<file path="src/rtl/rmst_to_fifo_tile_if.sv">
// Avalon read-master user port plus compute-FIFO push port.
// The master modport is the tile side; the slave modport is the environment side.
interface rmst_to_fifo_tile_if #(
  parameter int CW  = 6,
  parameter int DW  = 32,
  parameter int XAW = 32,
  parameter int XDW = 128,
  parameter int FW  = 9
);
  logic           rmst_fixed_location;
  logic [XAW-1:0] rmst_read_base;
  logic [CW-1:0]  rmst_read_length;
  logic           rmst_go;
  logic           rmst_done;
  logic [XDW-1:0] rmst_user_read_data;
  logic           rmst_user_data_available;
  logic           rmst_user_read_buffer;
  logic           fifo_push;
  logic [DW-1:0]  fifo_data_in;
  logic [FW-1:0]  fifo_free;

  modport master (
    output rmst_fixed_location,
    output rmst_read_base,
    output rmst_read_length,
    output rmst_go,
    input  rmst_done,
    input  rmst_user_read_data,
    input  rmst_user_data_available,
    output rmst_user_read_buffer,
    output fifo_push,
    output fifo_data_in,
    input  fifo_free
  );

  modport slave (
    input  rmst_fixed_location,
    input  rmst_read_base,
    input  rmst_read_length,
    input  rmst_go,
    output rmst_done,
    output rmst_user_read_data,
    output rmst_user_data_available,
    input  rmst_user_read_buffer,
    input  fifo_push,
    input  fifo_data_in,
    output fifo_free
  );
endinterface

</file>
<file path="src/rtl/rmst_to_fifo_tile.sv">
// Load stage: bursts a region through the Avalon read master into the compute FIFO.
// Define RMST_ENDIAN_SWAP_EN to byte-reverse every pushed word.
module rmst_to_fifo_tile #(
  parameter int AW   = 12,
  parameter int CW   = 6,
  parameter int DW   = 32,
  parameter int XAW  = 32,
  parameter int XDW  = 128,
  parameter int BLEN = 8,
  parameter int FW   = 9
) (
  input  logic            clk,
  input  logic            rst,
  rmst_to_fifo_tile_if.master bus,
  input  logic            config_done,
  input  logic [AW-1:0]   param_iolen,
  input  logic [XAW-1:0]  param_raddr,
  input  logic            load_data_start,
  output logic            load_data_done
);

  localparam int WCNT = XDW / DW;
  localparam int LW   = $clog2(WCNT + 1);
  localparam int CMPW = ((AW > FW) ? AW : FW) + 1;

  typedef enum logic [2:0] {
    S_IDLE, S_ISSUE, S_WLOW, S_WHIGH, S_DRAIN, S_DONE
  } state_e;

  state_e         state_q, state_d;
  logic [AW-1:0]  iolen_q, iolen_d;
  logic [XAW-1:0] raddr_q, raddr_d;
  logic [XAW-1:0] addr_q, addr_d;
  logic [AW-1:0]  req_q, req_d;
  logic [AW-1:0]  reqd_q, reqd_d;
  logic [AW-1:0]  pcnt_q, pcnt_d;
  logic [LW-1:0]  lanes_q, lanes_d;
  logic [XDW-1:0] unpk_q, unpk_d;
  logic           push_q, push_d;
  logic [DW-1:0]  wdata_q, wdata_d;

  logic           go, ack, busy, room;
  logic [AW-1:0]  blen, inflight, eff_iolen;
  logic [XAW-1:0] eff_raddr;

  function automatic logic [DW-1:0] fmt(input logic [DW-1:0] w);
    logic [DW-1:0] r;
`ifdef RMST_ENDIAN_SWAP_EN
    for (int b = 0; b < DW/8; b++)
      r[8*b +: 8] = w[DW-8-8*b +: 8];
`else
    r = w;
`endif
    return r;
  endfunction

  assign blen      = (req_q < AW'(BLEN)) ? req_q : AW'(BLEN);
  assign inflight  = reqd_q - pcnt_q;
  assign room      = CMPW'(bus.fifo_free) >= (CMPW'(inflight) + CMPW'(blen));
  assign busy      = (state_q != S_IDLE) && (state_q != S_DONE);
  assign ack       = busy && bus.rmst_user_data_available &&
                     (lanes_q == LW'(0) || lanes_q == LW'(1));
  assign eff_iolen = config_done ? param_iolen : iolen_q;
  assign eff_raddr = config_done ? param_raddr : raddr_q;

  always_comb begin
    state_d = state_q;
    iolen_d = iolen_q;
    raddr_d = raddr_q;
    addr_d  = addr_q;
    req_d   = req_q;
    reqd_d  = reqd_q;
    pcnt_d  = pcnt_q;
    lanes_d = lanes_q;
    unpk_d  = unpk_q;
    push_d  = 1'b0;
    wdata_d = wdata_q;
    go      = 1'b0;

    // Drain one lane per cycle; lanes past iolen are dropped.
    if (busy && lanes_q != LW'(0)) begin
      lanes_d = lanes_q - LW'(1);
      unpk_d  = unpk_q >> DW;
      if (pcnt_q < iolen_q) begin
        push_d  = 1'b1;
        wdata_d = fmt(unpk_q[DW-1:0]);
        pcnt_d  = pcnt_q + AW'(1);
      end
    end
    if (ack) begin
      unpk_d  = bus.rmst_user_read_data;
      lanes_d = LW'(WCNT);
    end

    unique case (state_q)
      S_IDLE, S_DONE: begin
        lanes_d = '0;
        if (config_done) begin
          iolen_d = param_iolen;
          raddr_d = param_raddr;
          state_d = S_IDLE;
        end
        if (load_data_start) begin
          addr_d  = eff_raddr;
          req_d   = eff_iolen;
          reqd_d  = '0;
          pcnt_d  = '0;
          state_d = (eff_iolen == '0) ? S_DONE : S_ISSUE;
        end
      end
      S_ISSUE: begin
        if (bus.rmst_done && room) begin
          go      = 1'b1;
          addr_d  = addr_q + XAW'({blen, 2'b00});
          req_d   = req_q - blen;
          reqd_d  = reqd_q + blen;
          state_d = S_WLOW;
        end
      end
      S_WLOW: begin
        if (!bus.rmst_done) state_d = S_WHIGH;
      end
      S_WHIGH: begin
        if (bus.rmst_done)
          state_d = (req_q != '0) ? S_ISSUE : S_DRAIN;
      end
      S_DRAIN: begin
        if (pcnt_q == iolen_q) state_d = S_DONE;
      end
      default: state_d = S_IDLE;
    endcase
  end

  always_ff @(posedge clk) begin
    if (rst) begin
      state_q <= S_IDLE;
      iolen_q <= '0;
      raddr_q <= '0;
      addr_q  <= '0;
      req_q   <= '0;
      reqd_q  <= '0;
      pcnt_q  <= '0;
      lanes_q <= '0;
      unpk_q  <= '0;
      push_q  <= 1'b0;
      wdata_q <= '0;
    end else begin
      state_q <= state_d;
      iolen_q <= iolen_d;
      raddr_q <= raddr_d;
      addr_q  <= addr_d;
      req_q   <= req_d;
      reqd_q  <= reqd_d;
      pcnt_q  <= pcnt_d;
      lanes_q <= lanes_d;
      unpk_q  <= unpk_d;
      push_q  <= push_d;
      wdata_q <= wdata_d;
    end
  end

  assign bus.rmst_fixed_location   = 1'b0;
  assign bus.rmst_go               = go;
  assign bus.rmst_read_base        = addr_q;
  assign bus.rmst_read_length      =
    (state_q == S_ISSUE) ? CW'({blen, 2'b00}) : '0;
  assign bus.rmst_user_read_buffer = ack;
  assign bus.fifo_push             = push_q;
  assign bus.fifo_data_in          = wdata_q;
  assign load_data_done            = (state_q == S_DONE);

endmodule

</file>
<file path="src/flat_wrapper.sv">
// flat-port wrapper written by rule: the top's interface ports become plain ports
module rmst_to_fifo_tile_flat 
#(
  parameter int AW   = 12,
  parameter int CW   = 6,
  parameter int DW   = 32,
  parameter int XAW  = 32,
  parameter int XDW  = 128,
  parameter int BLEN = 8,
  parameter int FW   = 9
)
  (clk, rst, config_done, param_iolen, param_raddr, load_data_start, load_data_done, bus_rmst_fixed_location, bus_rmst_read_base, bus_rmst_read_length, bus_rmst_go, bus_rmst_done, bus_rmst_user_read_data, bus_rmst_user_data_available, bus_rmst_user_read_buffer, bus_fifo_push, bus_fifo_data_in, bus_fifo_free);
  rmst_to_fifo_tile_if #(.CW(CW), .DW(DW), .XAW(XAW), .XDW(XDW), .FW(FW)) bus_i ();
  input  logic clk;
  input  logic rst;
  input  logic config_done;
  input  logic [AW-1:0] param_iolen;
  input  logic [XAW-1:0] param_raddr;
  input  logic load_data_start;
  output logic load_data_done;
  output wire logic [$bits(bus_i.rmst_fixed_location)-1:0] bus_rmst_fixed_location;
  output wire logic [$bits(bus_i.rmst_read_base)-1:0] bus_rmst_read_base;
  output wire logic [$bits(bus_i.rmst_read_length)-1:0] bus_rmst_read_length;
  output wire logic [$bits(bus_i.rmst_go)-1:0] bus_rmst_go;
  input wire logic [$bits(bus_i.rmst_done)-1:0] bus_rmst_done;
  input wire logic [$bits(bus_i.rmst_user_read_data)-1:0] bus_rmst_user_read_data;
  input wire logic [$bits(bus_i.rmst_user_data_available)-1:0] bus_rmst_user_data_available;
  output wire logic [$bits(bus_i.rmst_user_read_buffer)-1:0] bus_rmst_user_read_buffer;
  output wire logic [$bits(bus_i.fifo_push)-1:0] bus_fifo_push;
  output wire logic [$bits(bus_i.fifo_data_in)-1:0] bus_fifo_data_in;
  input wire logic [$bits(bus_i.fifo_free)-1:0] bus_fifo_free;
  assign bus_rmst_fixed_location = bus_i.rmst_fixed_location;
  assign bus_rmst_read_base = bus_i.rmst_read_base;
  assign bus_rmst_read_length = bus_i.rmst_read_length;
  assign bus_rmst_go = bus_i.rmst_go;
  assign bus_i.rmst_done = bus_rmst_done;
  assign bus_i.rmst_user_read_data = bus_rmst_user_read_data;
  assign bus_i.rmst_user_data_available = bus_rmst_user_data_available;
  assign bus_rmst_user_read_buffer = bus_i.rmst_user_read_buffer;
  assign bus_fifo_push = bus_i.fifo_push;
  assign bus_fifo_data_in = bus_i.fifo_data_in;
  assign bus_i.fifo_free = bus_fifo_free;
  rmst_to_fifo_tile #(.AW(AW), .CW(CW), .DW(DW), .XAW(XAW), .XDW(XDW), .BLEN(BLEN), .FW(FW)) u_core (.clk(clk), .rst(rst), .bus(bus_i), .config_done(config_done), .param_iolen(param_iolen), .param_raddr(param_raddr), .load_data_start(load_data_start), .load_data_done(load_data_done));
endmodule
</file>
<file path="config.mk">
export PLATFORM = sky130hd
export DESIGN_NAME = rmst_to_fifo_tile_flat
export DESIGN_NICKNAME = d
export VERILOG_FILES = /design/src/rtl/rmst_to_fifo_tile_if.sv /design/src/rtl/rmst_to_fifo_tile.sv /design/src/flat_wrapper.sv
export SDC_FILE = /design/constraint.sdc
export NUM_CORES = 1
export LEC_CHECK = 0
export ABC_CLOCK_PERIOD_IN_PS = 7200
export CORE_MARGIN = 2
export CORE_UTILIZATION = 53
export DETAILED_ROUTE_END_ITERATION = 7
export PLACE_DENSITY = 0.82
export SLEW_MARGIN = 5
export SYNTH_ARGS = -nofsm -noshare
export SYNTH_HDL_FRONTEND = slang
export SYNTH_SLANG_ARGS = --single-unit
</file>
<file path="constraint.sdc">
create_clock -name clk -period 7.2 [get_ports clk]
set_clock_uncertainty 0.15 [all_clocks]
set_input_delay 1.44 -clock clk [delete_from_list [all_inputs] [get_ports clk]]
set_output_delay 1.44 -clock clk [all_outputs]
set_load 0.01 [all_outputs]
</file>
### Word level (Yosys, flattened, before mapping)

Cells that the tools add are included.

| word-level totals | value |
|---|---|
| bits in registers | 279 |
| bits in latches | 0 |
| RAM bits | 0 |
| bits in read-only memories | 0 |
| output and inout port bits | 75 |
| word-level logic and storage cells | 91 |
| memories | 0 |

| cells by class | value |
|---|---|
| $add $sub $neg | 7 |
| $mul | 0 |
| div/mod/pow operators | 0 |
| magnitude comparators | 3 |
| eq/ne operators | 14 |
| shift-type cells | 0 |
| muxes and demuxes | 33 |
| bitwise logic cells | 1 |
| reductions and logical operators | 21 |

Operators by type and width:

| operator | number |
|---|---|
| 2-to-1 mux 128 bit | 2 |
| 2-to-1 mux 12 bit | 10 |
| 2-to-1 mux 32 bit | 3 |
| case mux 32 bit (2 select lines) | 1 |
| case mux 12 bit (2 select lines) | 2 |
| adder 32 x 14 -> 32 bit | 1 |
| 2-to-1 mux 3 bit | 10 |
| subtractor 12 bit | 2 |
| case mux 3 bit (5 select lines) | 1 |
| adder 12 x 12 -> 13 bit | 1 |
| greater-or-equal comparator 9 x 13 -> 1 bit | 1 |
| adder 12 x 1 -> 12 bit, second input constant | 1 |
| adder 12 bit | 1 |
| == test 12 bit | 1 |
| zero test 12 bit | 1 |
| less-than comparator 12 bit | 1 |
| less-than comparator 12 x 4 -> 1 bit, second input constant | 1 |
| nonzero test 12 bit | 1 |
| == test 3 x 1 -> 1 bit, second input constant | 2 |
| == test 3 x 2 -> 1 bit, second input constant | 2 |
| == test 3 bit, second input constant | 2 |
| zero test 3 bit | 2 |
| 2-to-1 mux 6 bit | 1 |
| != test 2 bit, second input constant | 3 |
| 15 further kinds | 26 |

### Longest topological paths before layout

| logic depth | value |
|---|---|
| depth after elaboration | 7 |
| depth in mapped cells | 26 |
| mapped depth without buffers | 23 |

### Worst setup path before layout

No wires, ideal clock.

| timing | value |
|---|---|
| kind | register to output |
| start | register u_core.reqd_q[0] |
| end | output bus_rmst_go |
| arrival time | 4.055 ns |
| required time | 5.610 ns |
| setup slack | 1.555 ns |
| cell stages (with the launch flop) | 22 |
| cell sequence | dfxtp_1 > inv_1 > ha_1 > fa_1 > nor2b_1 > o21ai_0 > a21boi_0 > nor2_1 > ha_1 > a2111o_1 > a31o_1 > a31oi_1 > xor2_1 > ha_1 > nor2_1 > nor3b_1 > o311ai_0 > nor3b_1 > nand4_2 > or2_1 > buf_6 > inv_1 |

| on the way | value |
|---|---|
| word-level cells in the longest chain between the ends | 6 |

RTL lines:

| item | RTL line | RTL |
|---|---|---|
| start, declared | rmst_to_fifo_tile.sv:35 | `logic [AW-1:0] reqd_q, reqd_d;` |
| start signal, assigned | rmst_to_fifo_tile.sv:153 | `reqd_q <= reqd_d;` |
| subtractor 12 bit | rmst_to_fifo_tile.sv:58 | `assign inflight = reqd_q - pcnt_q;` |
| adder 12 x 12 -> 13 bit | rmst_to_fifo_tile.sv:59 | `assign room = CMPW'(bus.fifo_free) >= (CMPW'(inflight) + CMPW'(blen));` |
| greater-or-equal comparator 9 x 13 -> 1 bit | rmst_to_fifo_tile.sv:59 |  |
| logical AND 1 bit | rmst_to_fifo_tile.sv:112 | `if (bus.rmst_done && room) begin` |
| 2-to-1 mux 1 bit | rmst_to_fifo_tile.sv:112 |  |
| 2-to-1 mux 1 bit | rmst_to_fifo_tile.sv:95 | `unique case (state_q)` |
| end, declared | flat_wrapper.sv:24 | `output wire logic [$bits(bus_i.rmst_go)-1:0] bus_rmst_go;` |

Every way passes these cells.

### Worst setup path after layout

| timing | value |
|---|---|
| start | register u_core.req_q[4] |
| end | output bus_rmst_go |

| on the way | value |
|---|---|
| word-level cells in the longest chain between the ends | 7 |

RTL lines:

| item | RTL line | RTL |
|---|---|---|
| start, declared | rmst_to_fifo_tile.sv:34 | `logic [AW-1:0] req_q, req_d;` |
| start signal, assigned | rmst_to_fifo_tile.sv:152 | `req_q <= req_d;` |
| less-than comparator 12 x 4 -> 1 bit | rmst_to_fifo_tile.sv:57 | `assign blen = (req_q < AW'(BLEN)) ? req_q : AW'(BLEN);` |
| 2-to-1 mux 12 bit * | rmst_to_fifo_tile.sv:57 |  |
| adder 12 x 12 -> 13 bit * | rmst_to_fifo_tile.sv:59 |  |
| greater-or-equal comparator 9 x 13 -> 1 bit * | rmst_to_fifo_tile.sv:59 |  |
| logical AND 1 bit * | rmst_to_fifo_tile.sv:112 |  |
| 2-to-1 mux 1 bit * | rmst_to_fifo_tile.sv:112 |  |
| 2-to-1 mux 1 bit * | rmst_to_fifo_tile.sv:95 |  |

Every way passes the cells marked *; elsewhere a longest branch is shown, timed or not.

==> run summary <==
Route
* DR iter-0 viols: 1210
* wire length on met2: 19170 microns
* total via count after detailed routing: 13536
* final wirelength: 41640 microns
* post-route DRC violation count: 2
* Top Metal Used: met4
* Via density: 5.942
* WL per Instance: 18.28 microns
* wire length on met3: 3882 microns
* DR pass1 iterations: 8
* routed metal-1 wirelength: 17340 microns
* Antenna Nets Post-Route: 0

Worst setup path
* termination of the worst setup path: bus_rmst_go
* capture instance of the worst register-to-register path: u_core.bus.rmst_read_base[11]
* worst-path cell chain: or4_4 -> nor4b_4 -> and2b_2 -> and2_1 -> ha_1 -> fa_1 -> a21o_1 -> a31o_1 -> a31oi_1 -> xor2_1 -> ha_1 -> nor2_1 -> nor3b_1 -> o311ai_0 -> nor3b_1 -> nand4_2 -> or2_1 -> inv_1 -> clkdlybuf4s50_1
* path depth of the worst reg2reg path: 21
* internal reg-to-reg setup slack: 1.18 ns
* Max stage delay cell, worst path: or4_4
* Required @ worst endpoint: 5.61 ns
* launching instance or port of the critical path: u_core.req_q[4]
* type of element capturing the critical path: output port
* CP Launch Type: register
* worst stage delay on the critical path: 0.59 ns
* startpoint of the worst-slack reg-to-reg timing path: u_core.req_q[4]
* classification of the worst setup path: register to output port
* Max Fanout on Critical Path: 7
* worst endpoint data arrival time: 5.28 ns

Clock network
* number of sinks driven by the clock tree: 279
* Clock Latency Late Sink: 0.57 ns
* clock tree from TritonCTS: built
* Clock Pin Slew Worst Setup and Hold Paths: 0.06 ns
* clock tree buffer depth: 3
* number of hold-repair buffers added at the cts stage: 0
* number of buffers created by CTS: 30
* root buffer cell: clkbuf_16
* H-tree levels: 1

Synthesis
* cell taking the most area after synthesis: dfxtp_1
* most instantiated library cell after synthesis: dfxtp_1
* number of enable flip-flop cells after synthesis: 0
* proportion of register bits with asynchronous set or reset after synthesis: 0%
* Post-Syn Area: 14460 sq um
* fraction of the mapped netlist area in adder cells: 6.784%
* largest cells by area after synthesis: dfxtp_1 (39%), mux2i_1 (8.9%), nor2_1 (6.8%)
* Cells after Synth: 1701
* total number of yosys warnings: 0
* multiplexer share of the synthesized area: 9.095%
* flip-flop and latch count after synthesis: 279
* share of synthesized area occupied by flip-flops and latches: 38.63%
* largest family of logic cells by synthesized area: compound AO/OA/AOI/OAI gates
* Synth top cells by count: dfxtp_1 (279), nor2_1 (263), nand2_1 (143)
* area fraction in compound gates after synthesis: 21.40%
* leading register cell type out of synthesis: dfxtp_1
* xor and xnor fraction of the mapped netlist area: 2.968%
* post-synth cell types: 79
* mean post-synth cell area: 8.500 sq um
* area fraction of the dominant cell type after synthesis: 38.63%
* fraction of the mapped netlist area in simple logic gates: 15.87%

Power and ir drop
* overall power of the completed layout: 0.004127 W
* cell area power density: 226.6 nW/um^2
* Leak: 7.670 nW
* Worst VDD drop: 0.0001648 V

Place
* weighted congestion reported at the end of routability-driven placement: 0.8850
* placed wire-length estimate: 28610 microns
* instance count after placement with tap cells included: 2219
* total of buffers placed on input and output ports: 258

Global route
* global-route wire length before repair: 65920 microns
* overall routing resource usage: 27.99%
* via count of the first global-routing pass: 12922
* largest net degree at the start of global routing: 129
* total global routing overflow: 0
* number of antenna violations at the first check in global routing: 1

Floorplanning
* boundary pin count: 262
* core outline area: 26880 sq um
* die boundary width: 169.2 microns
* Die Footprint: 28620 sq um
* row cnt: 60
* overall die height: 169.2 microns
* effective utilization at floorplan: 53.80%

Job
* maxcap violations: 0

Timing
* max-slew violations: 0
* clock period minus worst slack: 6.871 ns
* slew at the pin with the worst max-slew slack: 1.187 ns
* highest clock frequency the design can meet: 145.5 MHz
* Setup Total Neg Slack: 0 ns
* hold violation total from the final report: 0
* post-route fraction of the period consumed by the critical path: 95.44%
* Max transition margin: 20.84%
* Final setup violation count: 0
* RSZ-0062 raised after global routing: no

Hold path
* Hold Crit Start: u_core.raddr_q[18]
* min-delay worst type: register to register

Run status
* violations in the final reports: DRC
* result of the run: finished, violations left

Layout
* share of cells above drive strength 1: 4.651%
* area added between synthesis and finish: 25.93%
* final standard cell count with taps included and fillers excluded: 2278
* layout net count: 2176

-- logic make-up after synthesis --
kind of cell / count (synthesis)
adder cells (fa/ha/maj): 76
XOR/XNOR: 49
multiplexers: 131
other: 2
AND/OR/NAND/NOR: 532
AO/OA/AOI/OAI: 451
flip-flops: 279
buffers and inverters: 181
-- sequential cells by signal, indices dropped and copies added, names as in the netlist --
register and cells:
u_core.state_q 3, u_core.req_q 12, u_core.iolen_q 12, u_core.unpk_q 128, u_core.lanes_q 3, u_core.bus.fifo_data_in 32
u_core.bus.fifo_push 1, u_core.raddr_q 32, u_core.bus.rmst_read_base 32, u_core.reqd_q 12, u_core.pcnt_q 12
-- cell usage in the layout, fill, tap and decap left out, types with 21 or more instances in the layout --
master and n:
a211oi_1 78, a21o_1 21, a21oi_1 128, a222oi_1 43, a22oi_1 32, clkbuf_16 30
clkdlybuf4s50_1 256, conb_1 27, dfxtp_1 278, ha_1 71, inv_1 57, mux2i_1 128
nand2_1 143, nand3_1 23, nor2_1 261, nor3_1 29, o21ai_0 57, xnor2_1 37
-- worst min path at each step --
stage	end	slack, ns	cells past startpoint
CTS	u_core.raddr_q[23]	0.30	2
global placement	u_core.raddr_q[28]	0.29	2
detailed placement	u_core.raddr_q[23]	0.30	2
finish	u_core.raddr_q[18]	0.30	2
global route	u_core.raddr_q[23]	0.32	2
floorplan	u_core.raddr_q[25]	0.28	2
-- worst max-delay path, delay by kind of cell (launching register included) --
kind	cells	cell delay, ns
and+or+nand+nor	9	2.24
adders and majority gates	3	0.75
AOI/OAI and AO/OA	4	0.62
buffers and inverters	2	0.57
DFF	1	0.35
xor gates and xnor gates	1	0.17
-- report_power, final --
| group | switching, W | internal (W) |
|---|---|---|
| Sequential | 0.0000723 | 0.00164 |
| Clock | 0.000640 | 0.000911 |
| Combinational | 0.000470 | 0.000397 |
| Total | 0.00118 | 0.00294 |
-- repair_timing --
| item | 4_1_cts | 5_1_grt |
|---|---|---|
| setup buffers | 0 | 3 |
| setup endpoints to repair | 0 | 1 |
| resized for setup | 0 | 5 |
-- through the flow --
stage / area, sq um / worst slack (ns) / hold WS [ns] / utilization (%)
floorplan: 14550 / 1.555 / 0.2838 / -
global placement: 17180 / 0.8917 / 0.2886 / 63.91
detailed placement: 17180 / 0.8043 / 0.2960 / 63.91
CTS: 18170 / 0.1805 / 0.3041 / 67.61
global route: 18210 / 0.002594 / 0.3212 / 67.74
finish: 18210 / 0.3285 / 0.3028 / 67.75
-- metal layers --
metal / vias up / track usage (%)
li1: 6537 / -
met1: 6403 / 35.58
met2: 523 / 46.02
met3: 73 / 7.766
met4: 0 / 9.290
met5: - / 0
-- final cells by class --
type / count / area (sq um)
clock buffers: 43 / 829.5
well taps: 341 / 426.7
multi-input cells: 1266 / 8254
fillers: 2216 / 8668
flip-flops and latches: 279 / 5587
clock inverters: 11 / 163.9
inverters: 60 / 225.2
repair buffers: 276 / 2716
diodes: 2 / 5.005
Power figures use the tool's default switching activity.
